`config.mk`:
```
export PLATFORM = sky130hd
export DESIGN_NAME = id_stage_hazard
export DESIGN_NICKNAME = d
export VERILOG_FILES = /design/src/rtl/id_stage_hazard.sv
export SDC_FILE = /design/constraint.sdc
export NUM_CORES = 1
export LEC_CHECK = 0
export CORE_ASPECT_RATIO = 1.2
export CORE_MARGIN = 2
export CORE_UTILIZATION = 55
export DETAILED_ROUTE_END_ITERATION = 16
export GPL_ROUTABILITY_DRIVEN = 0
export PLACE_DENSITY = 0.79
export SYNTH_ARGS = -nofsm -noshare
export SYNTH_HDL_FRONTEND = slang
export SYNTH_SLANG_ARGS = --single-unit
export TNS_END_PERCENT = 100
```
`constraint.sdc`:
```
create_clock -name i_clk -period 3.1 [get_ports i_clk]
set_input_delay 0.465 -clock i_clk [delete_from_list [all_inputs] [get_ports i_clk]]
set_output_delay 0.465 -clock i_clk [all_outputs]
set_load 0.01 [all_outputs]
```
`src/rtl/id_stage_hazard.sv`:
```
// Decode stage: instruction decode, register file with write-through, RAW hazard interlock and ID/EX register.
// Build option ID_FORWARDING_EN: stall only on load-use against EX; otherwise full EX+MEM interlock.
module id_stage_hazard #(
  parameter int WORD_WIDTH = 32,
  parameter int REG_COUNT  = 16,
  parameter int REG_ADDR_W = 4,
  parameter int IMM_W      = 24,
  parameter int SHIFT_W    = 12
) (
  input  logic                  i_clk,
  input  logic                  i_rst,
  input  logic [WORD_WIDTH-1:0] i_pc_in,
  input  logic [WORD_WIDTH-1:0] i_instruction_in,
  input  logic                  i_if_valid,
  output logic                  o_id_ready,
  input  logic                  i_flush,
  input  logic                  i_ex_ready,
  input  logic [REG_ADDR_W-1:0] i_ex_dst,
  input  logic [REG_ADDR_W-1:0] i_mem_dst,
  input  logic                  i_ex_wb_en,
  input  logic                  i_mem_wb_en,
  input  logic                  i_ex_mem_read,
  input  logic                  i_wb_en_in,
  input  logic [REG_ADDR_W-1:0] i_wb_dest,
  input  logic [WORD_WIDTH-1:0] i_wb_data,
  output logic                  o_valid_out,
  output logic [WORD_WIDTH-1:0] o_pc_out,
  output logic [WORD_WIDTH-1:0] o_rn_val,
  output logic [WORD_WIDTH-1:0] o_rm_val,
  output logic [REG_ADDR_W-1:0] o_src1_out,
  output logic [REG_ADDR_W-1:0] o_src2_out,
  output logic [REG_ADDR_W-1:0] o_dst_out,
  output logic [IMM_W-1:0]      o_imm24_out,
  output logic [SHIFT_W-1:0]    o_shift_out,
  output logic [3:0]            o_ex_cmd,
  output logic                  o_mem_read,
  output logic                  o_mem_write,
  output logic                  o_wb_en,
  output logic                  o_imm,
  output logic                  o_b,
  output logic                  o_s
);

  logic [WORD_WIDTH-1:0] r_rf [REG_COUNT];

  logic [1:0]            w_mode;
  logic [3:0]            w_op;
  logic                  w_i_bit, w_s_bit;
  logic [3:0]            w_cmd;
  logic                  w_mr, w_mw, w_wb, w_imm, w_b, w_s;
  logic                  w_mov_mvn, w_uses_src1, w_uses_src2;
  logic [REG_ADDR_W-1:0] w_src1, w_src2;
  logic [WORD_WIDTH-1:0] w_rn, w_rm;
  logic                  w_match1, w_match2, w_hazard, w_bubble, w_unused;

  assign w_mode  = i_instruction_in[27:26];
  assign w_i_bit = i_instruction_in[25];
  assign w_op    = i_instruction_in[24:21];
  assign w_s_bit = i_instruction_in[20];

  always_comb begin
    w_cmd = 4'b0000;
    w_mr  = 1'b0;
    w_mw  = 1'b0;
    w_wb  = 1'b0;
    w_imm = 1'b0;
    w_b   = 1'b0;
    w_s   = 1'b0;
    case (w_mode)
      2'b00: begin
        w_s   = w_s_bit;
        w_imm = w_i_bit;
        w_wb  = 1'b1;
        case (w_op)
          4'b1101: w_cmd = 4'b0001;
          4'b1111: w_cmd = 4'b1001;
          4'b0100: w_cmd = 4'b0010;
          4'b0101: w_cmd = 4'b0011;
          4'b0010: w_cmd = 4'b0100;
          4'b0110: w_cmd = 4'b0101;
          4'b0000: w_cmd = 4'b0110;
          4'b1100: w_cmd = 4'b0111;
          4'b0001: w_cmd = 4'b1000;
          4'b1010: begin w_cmd = 4'b0100; w_wb = 1'b0; end
          4'b1000: begin w_cmd = 4'b0110; w_wb = 1'b0; end
          default: begin w_s = 1'b0; w_imm = 1'b0; w_wb = 1'b0; end
        endcase
      end
      2'b01: begin
        w_imm = w_i_bit;
        w_cmd = 4'b0010;
        w_mr  = w_s_bit;
        w_wb  = w_s_bit;
        w_mw  = !w_s_bit;
      end
      2'b10:   w_b = 1'b1;
      default: ;
    endcase
  end

  assign w_mov_mvn   = (w_mode == 2'b00) && ((w_op == 4'b1101) || (w_op == 4'b1111));
  assign w_uses_src1 = (w_mode != 2'b10) && !w_mov_mvn;
  assign w_uses_src2 = ((w_mode == 2'b00) && !w_i_bit) || w_mw;
  assign w_src1      = i_instruction_in[19:16];
  assign w_src2      = w_mw ? i_instruction_in[15:12] : i_instruction_in[3:0];

  // Write-through so an instruction decoded alongside its producer's write-back sees the new value.
  assign w_rn = (i_wb_en_in && (i_wb_dest == w_src1)) ? i_wb_data : r_rf[w_src1];
  assign w_rm = (i_wb_en_in && (i_wb_dest == w_src2)) ? i_wb_data : r_rf[w_src2];

`ifdef ID_FORWARDING_EN
  assign w_match1 = i_ex_mem_read && (i_ex_dst == w_src1);
  assign w_match2 = i_ex_mem_read && (i_ex_dst == w_src2);
  assign w_unused = ^{i_instruction_in[WORD_WIDTH-1:28], i_mem_dst, i_mem_wb_en, i_ex_wb_en};
`else
  assign w_match1 = (i_ex_wb_en && (i_ex_dst == w_src1)) || (i_mem_wb_en && (i_mem_dst == w_src1));
  assign w_match2 = (i_ex_wb_en && (i_ex_dst == w_src2)) || (i_mem_wb_en && (i_mem_dst == w_src2));
  assign w_unused = ^{i_instruction_in[WORD_WIDTH-1:28], i_ex_mem_read};
`endif

  assign w_hazard   = i_if_valid && ((w_uses_src1 && w_match1) || (w_uses_src2 && w_match2));
  assign o_id_ready = i_ex_ready && !w_hazard;
  assign w_bubble   = i_flush || w_hazard || !i_if_valid;

  always_ff @(posedge i_clk) begin
    if (i_rst) begin
      for (int i = 0; i < REG_COUNT; i++) r_rf[i] <= '0;
    end else if (i_wb_en_in) begin
      r_rf[i_wb_dest] <= i_wb_data;
    end
  end

  // Flush wins over a held register so a squashed instruction never reaches EX.
  always_ff @(posedge i_clk) begin
    if (i_rst) begin
      o_valid_out <= 1'b0;
      o_pc_out    <= '0;
      o_rn_val    <= '0;
      o_rm_val    <= '0;
      o_src1_out  <= '0;
      o_src2_out  <= '0;
      o_dst_out   <= '0;
      o_imm24_out <= '0;
      o_shift_out <= '0;
      o_ex_cmd    <= '0;
      o_mem_read  <= 1'b0;
      o_mem_write <= 1'b0;
      o_wb_en     <= 1'b0;
      o_imm       <= 1'b0;
      o_b         <= 1'b0;
      o_s         <= 1'b0;
    end else if (i_ex_ready || i_flush) begin
      o_valid_out <= !w_bubble;
      o_pc_out    <= i_pc_in;
      o_rn_val    <= w_rn;
      o_rm_val    <= w_rm;
      o_src1_out  <= w_src1;
      o_src2_out  <= w_src2;
      o_dst_out   <= i_instruction_in[15:12];
      o_imm24_out <= i_instruction_in[IMM_W-1:0];
      o_shift_out <= i_instruction_in[SHIFT_W-1:0];
      o_ex_cmd    <= w_bubble ? 4'b0000 : w_cmd;
      o_mem_read  <= !w_bubble && w_mr;
      o_mem_write <= !w_bubble && w_mw;
      o_wb_en     <= !w_bubble && w_wb;
      o_imm       <= !w_bubble && w_imm;
      o_b         <= !w_bubble && w_b;
      o_s         <= !w_bubble && w_s;
    end
  end

endmodule

```
==> flow_metrics.tcl <==
set metrics [dict create \
    switching_share 0.257 \
    pwr_density_cell_nw_per_um2 540 \
    timing.final.setup_violations 0 \
    hold_path_class "in2reg" \
    worst_setup_hold_path_clk_slew_ns 0.06 \
    via_count_of_the_first_global_routing_pass 27500 \
    post-route-period-util 0.971 \
    postSynthCellCount 2967 \
    htree_levels 3 \
    sort_of_element_at_the_end_of_the_critical_path "flip-flop" \
    final_antenna_net_count 0 \
    detailroute.via_count 27300 \
    chipHeight_microns 276 \
    sequentialPowerShare 0.471 \
    timing.max_cap.violations 0 \
    worstSetupPathType "in2reg" \
    yosysTopAreaCellShare 0.453 \
    final-instance-count-excl-fill 4015 \
    synth.mux.area_fraction 0.150 \
    area_after_detailed_placement_sq_um 38000 \
    drt_pre_antenna_iters 6 \
    synth_compound_area_frac 0.0790 \
    status "finished, final reports clean" \
    worst_pin_slew_ns 1.04 \
    arrival_time_worst_endpoint_ns 3.46 \
    clock_path_buffers 3 \
    p_sw_mw 5.61 \
    core_sq_um 60900 \
    drc_violation_total_after_the_first_tritonroute_iteration 3947 \
    synth_enable_flop_cells 512 \
    fin_area_sq_um 40400 \
    clkLatencyLatePin_ns 0.63 \
    synth.largest_area_cell "sky130_fd_sc_hd__edfxtp_1" \
    numPortBuffers 267 \
    final.setup_skew_ns 0.0284 \
    layout.nets 3270 \
    startpoint_type "input port" \
    combinationalPowerShare 0.146 \
    drive_above_1_share 0.159 \
    power_frac_clock 0.383 \
    remaining_drc_errors 0 \
    worst_slew_margin_relative_to_its_limit 0.306 \
    synthXorXnorAreaFrac 0.00748 \
    routed_via_density 6.79 \
    post-place-cells 3887 \
    critPathMaxFanout 39 \
    syn2layout_area_growth_pct 18.9 \
    grt_overflow_total 0 \
    grt_util_all_layers 0.355 \
    synthTopCellsByArea "sky130_fd_sc_hd__edfxtp_1, sky130_fd_sc_hd__mux4_2, sky130_fd_sc_hd__and2_1, sky130_fd_sc_hd__dfxtp_1, sky130_fd_sc_hd__nand2_1" \
    final_hold_viol_count 0 \
    ys_dominant_reg_cell "sky130_fd_sc_hd__edfxtp_1" \
    average_footprint_of_a_synthesized_cell_sq_um 11.4 \
    first_pass_grt_wire_length_microns 169000 \
    leakage_nw 14.6 \
    cts_root_buffer "sky130_fd_sc_hd__clkbuf_16" \
    grt_antenna_before_repair 2 \
    unrepaired_setup_endpoints_after_global_routing "no" \
    detail_route.wl_per_cell_microns 28.4 \
    yosysWarnings 0 \
    finalMaxSlewViolations 0 \
    design.portCount 273 \
    synth_top_family_by_area "simple AND/OR/NAND/NOR gates" \
    fin_util 0.663 \
    post_synth_fa_ha_maj_area_fraction 0 \
    tritoncts.num_buffers 66 \
    vdd.ir_drop.worst_mv 0.362 \
    critical_path_required_ns 3.55 \
    initial_utilization 0.557 \
    yosys_register_bits 647 \
    post_synth_and_or_nand_nor_area_fraction 0.194 \
    hold_slack_ns 0.229 \
    dieWidth_microns 231 \
    synth-async-reset-ratio 0 \
    dp.final_hpwl_microns 70900 \
    layout.filler_cells 4327 \
    synth.net_count 3084 \
    clock-sinks 647 \
    sequential_share_of_the_synthesized_area 0.532 \
    maxClockFrequency_ghz 0.332 \
    largest_net_degree_at_the_start_of_global_routing 83 \
    post_synth_num_cell_types 50 \
    tritoncts_clock_tree "yes" \
    synth_area_sq_um 34000 \
    final_period_minus_worst_setup_slack_ns 3.01 \
    route.final.wire_length_microns 114000 \
    die_area_sq_um 63800 \
    intPower_mw 16.2 \
    core.rowCount 99 \
]
[cells by family after synthesis]
logic type	count (synthesis)
AND/OR/NAND/NOR	1294
flip-flops	647
AO/OA/AOI/OAI	427
buffers and inverters	303
multiplexers	267
XOR/XNOR	29
[registers in the layout, summed over array words and instances (netlist names), 4 cells and up]
name,flops
o_ex_cmd,4
o_imm24_out,18
o_pc_out,32
o_rm_val,32
o_rn_val,32
o_src2_out,4
r_rf,512
[synthesized netlist by cell type, drive strengths merged, types with 16 or more instances]
cell     number
nor3         17
edfxtp      512
and2        512
a32oi        20
a211oi       26
or2          17
o21ai        46
xnor2        16
nand2       536
a21oi       176
o2111ai      19
nor3b        23
dfxtp       135
buf          98
a311oi       33
nor2         57
nand3        65
mux2i        70
and3         16
o22ai        24
a31oi        45
mux4        192
clkbuf      202
[routing by layer]
metal  GRT usage  vias up  wire, microns
met5           0        -              0
met4       0.218        0           7300
met3      0.0804      547          16000
met2       0.564     2495          53300
met1       0.444    13100          37600
li1            -    11100              -
[power groups by stage]
stage,Sequential [mW],Combinational [mW],Clock [mW]
floorplan,10.4,1.69,0
global placement,10.4,3.02,0
detailed placement,10.4,3.08,0
CTS,10.3,3.11,8.34
global route,10.3,3.32,8.65
finish,10.3,3.19,8.34
[worst paths after layout]
kind	from	to	slack [ns]	cells after the start
hold reg to reg	o_imm24_out[20]	o_imm24_out[20]	0.45	2
setup reg to reg	r_rf[3][16]	o_rn_val[16]	1.21	4
setup / recovery	i_instruction_in[26]	o_rm_val[28]	0.09	13
hold / removal	i_instruction_in[16]	o_src1_out[0]	0.23	3
[critical path, stage by stage]
cell	delay (ns)
sky130_fd_sc_hd__clkdlybuf4s50_1	0.51
sky130_fd_sc_hd__nor3b_4	0.25
sky130_fd_sc_hd__buf_12	0.18
sky130_fd_sc_hd__buf_4	0.12
sky130_fd_sc_hd__buf_4	0.10
sky130_fd_sc_hd__buf_4	0.11
sky130_fd_sc_hd__mux2_4	0.38
sky130_fd_sc_hd__buf_12	0.21
sky130_fd_sc_hd__nand2_1	0.09
sky130_fd_sc_hd__a21oi_1	0.06
sky130_fd_sc_hd__or4_1	0.52
sky130_fd_sc_hd__nor4_1	0.33
sky130_fd_sc_hd__o22ai_1	0.12
[area by class of cell]
class	count	area, sq um	share of cell area
repair buffers	418	4270	0.106
clock inverters	33	387	0.00958
diodes	1	2.50	0.0000620
inverters	3	11.3	0.000279
well taps	808	1010	0.0250
clock buffers	88	1870	0.0462
multi-input cells	2017	14800	0.365
flip-flops and latches	647	18100	0.448
[through the flow]
stage	power, mW	setup TNS (ns)	worst slack (ns)
2_1_floorplan	12.1	0	0.396
3_3_place_gp	13.4	-7.02	-0.380
3_5_place_dp	13.5	-8.54	-0.381
4_1_cts	21.7	0	0.00182
5_1_grt	22.3	0	0.00150
6_report	21.8	0	0.0890
[layout by cell type (no fill, tap or decap), types with 12 or more instances in the layout]
cell type                         Yosys  routed
sky130_fd_sc_hd__nor3b_1             22      22
sky130_fd_sc_hd__xor2_1              13      13
sky130_fd_sc_hd__or2_2               17      16
sky130_fd_sc_hd__o22ai_1             24      24
sky130_fd_sc_hd__nor2_1              56      42
sky130_fd_sc_hd__o2111ai_1           19      19
sky130_fd_sc_hd__nor3_1              17      12
sky130_fd_sc_hd__and2_1             512     512
sky130_fd_sc_hd__nor2b_1             12      12
sky130_fd_sc_hd__or4_1               12      12
sky130_fd_sc_hd__a21oi_1            176     176
sky130_fd_sc_hd__dfxtp_1            135     135
sky130_fd_sc_hd__a211oi_1            26      26
sky130_fd_sc_hd__xnor2_1             16      16
sky130_fd_sc_hd__edfxtp_1           512     512
sky130_fd_sc_hd__and3_1              16      15
sky130_fd_sc_hd__o21ai_0             46      46
sky130_fd_sc_hd__nand3_1             65      64
sky130_fd_sc_hd__mux4_2             192     192
sky130_fd_sc_hd__clkinv_2             0      12
sky130_fd_sc_hd__a311oi_1            33      33
sky130_fd_sc_hd__buf_12               0      39
sky130_fd_sc_hd__nand2_1            536     536
sky130_fd_sc_hd__mux2i_1             68      65
sky130_fd_sc_hd__clkdlybuf4s50_1      0     258
sky130_fd_sc_hd__clkbuf_16            0      68
sky130_fd_sc_hd__buf_4               21     113
sky130_fd_sc_hd__nor2_2               1      13
sky130_fd_sc_hd__a31oi_1             45      45
sky130_fd_sc_hd__a32oi_1             20      20
[what timing repair did]
action / in CTS / in global routing
hold buffers: 0 / 0
setup endpoints to repair: 1 / 1
resized for setup: 4 / 7
setup buffers: 1 / 5
pin swaps: 1 / 1
Power figures use the tool's default switching activity.
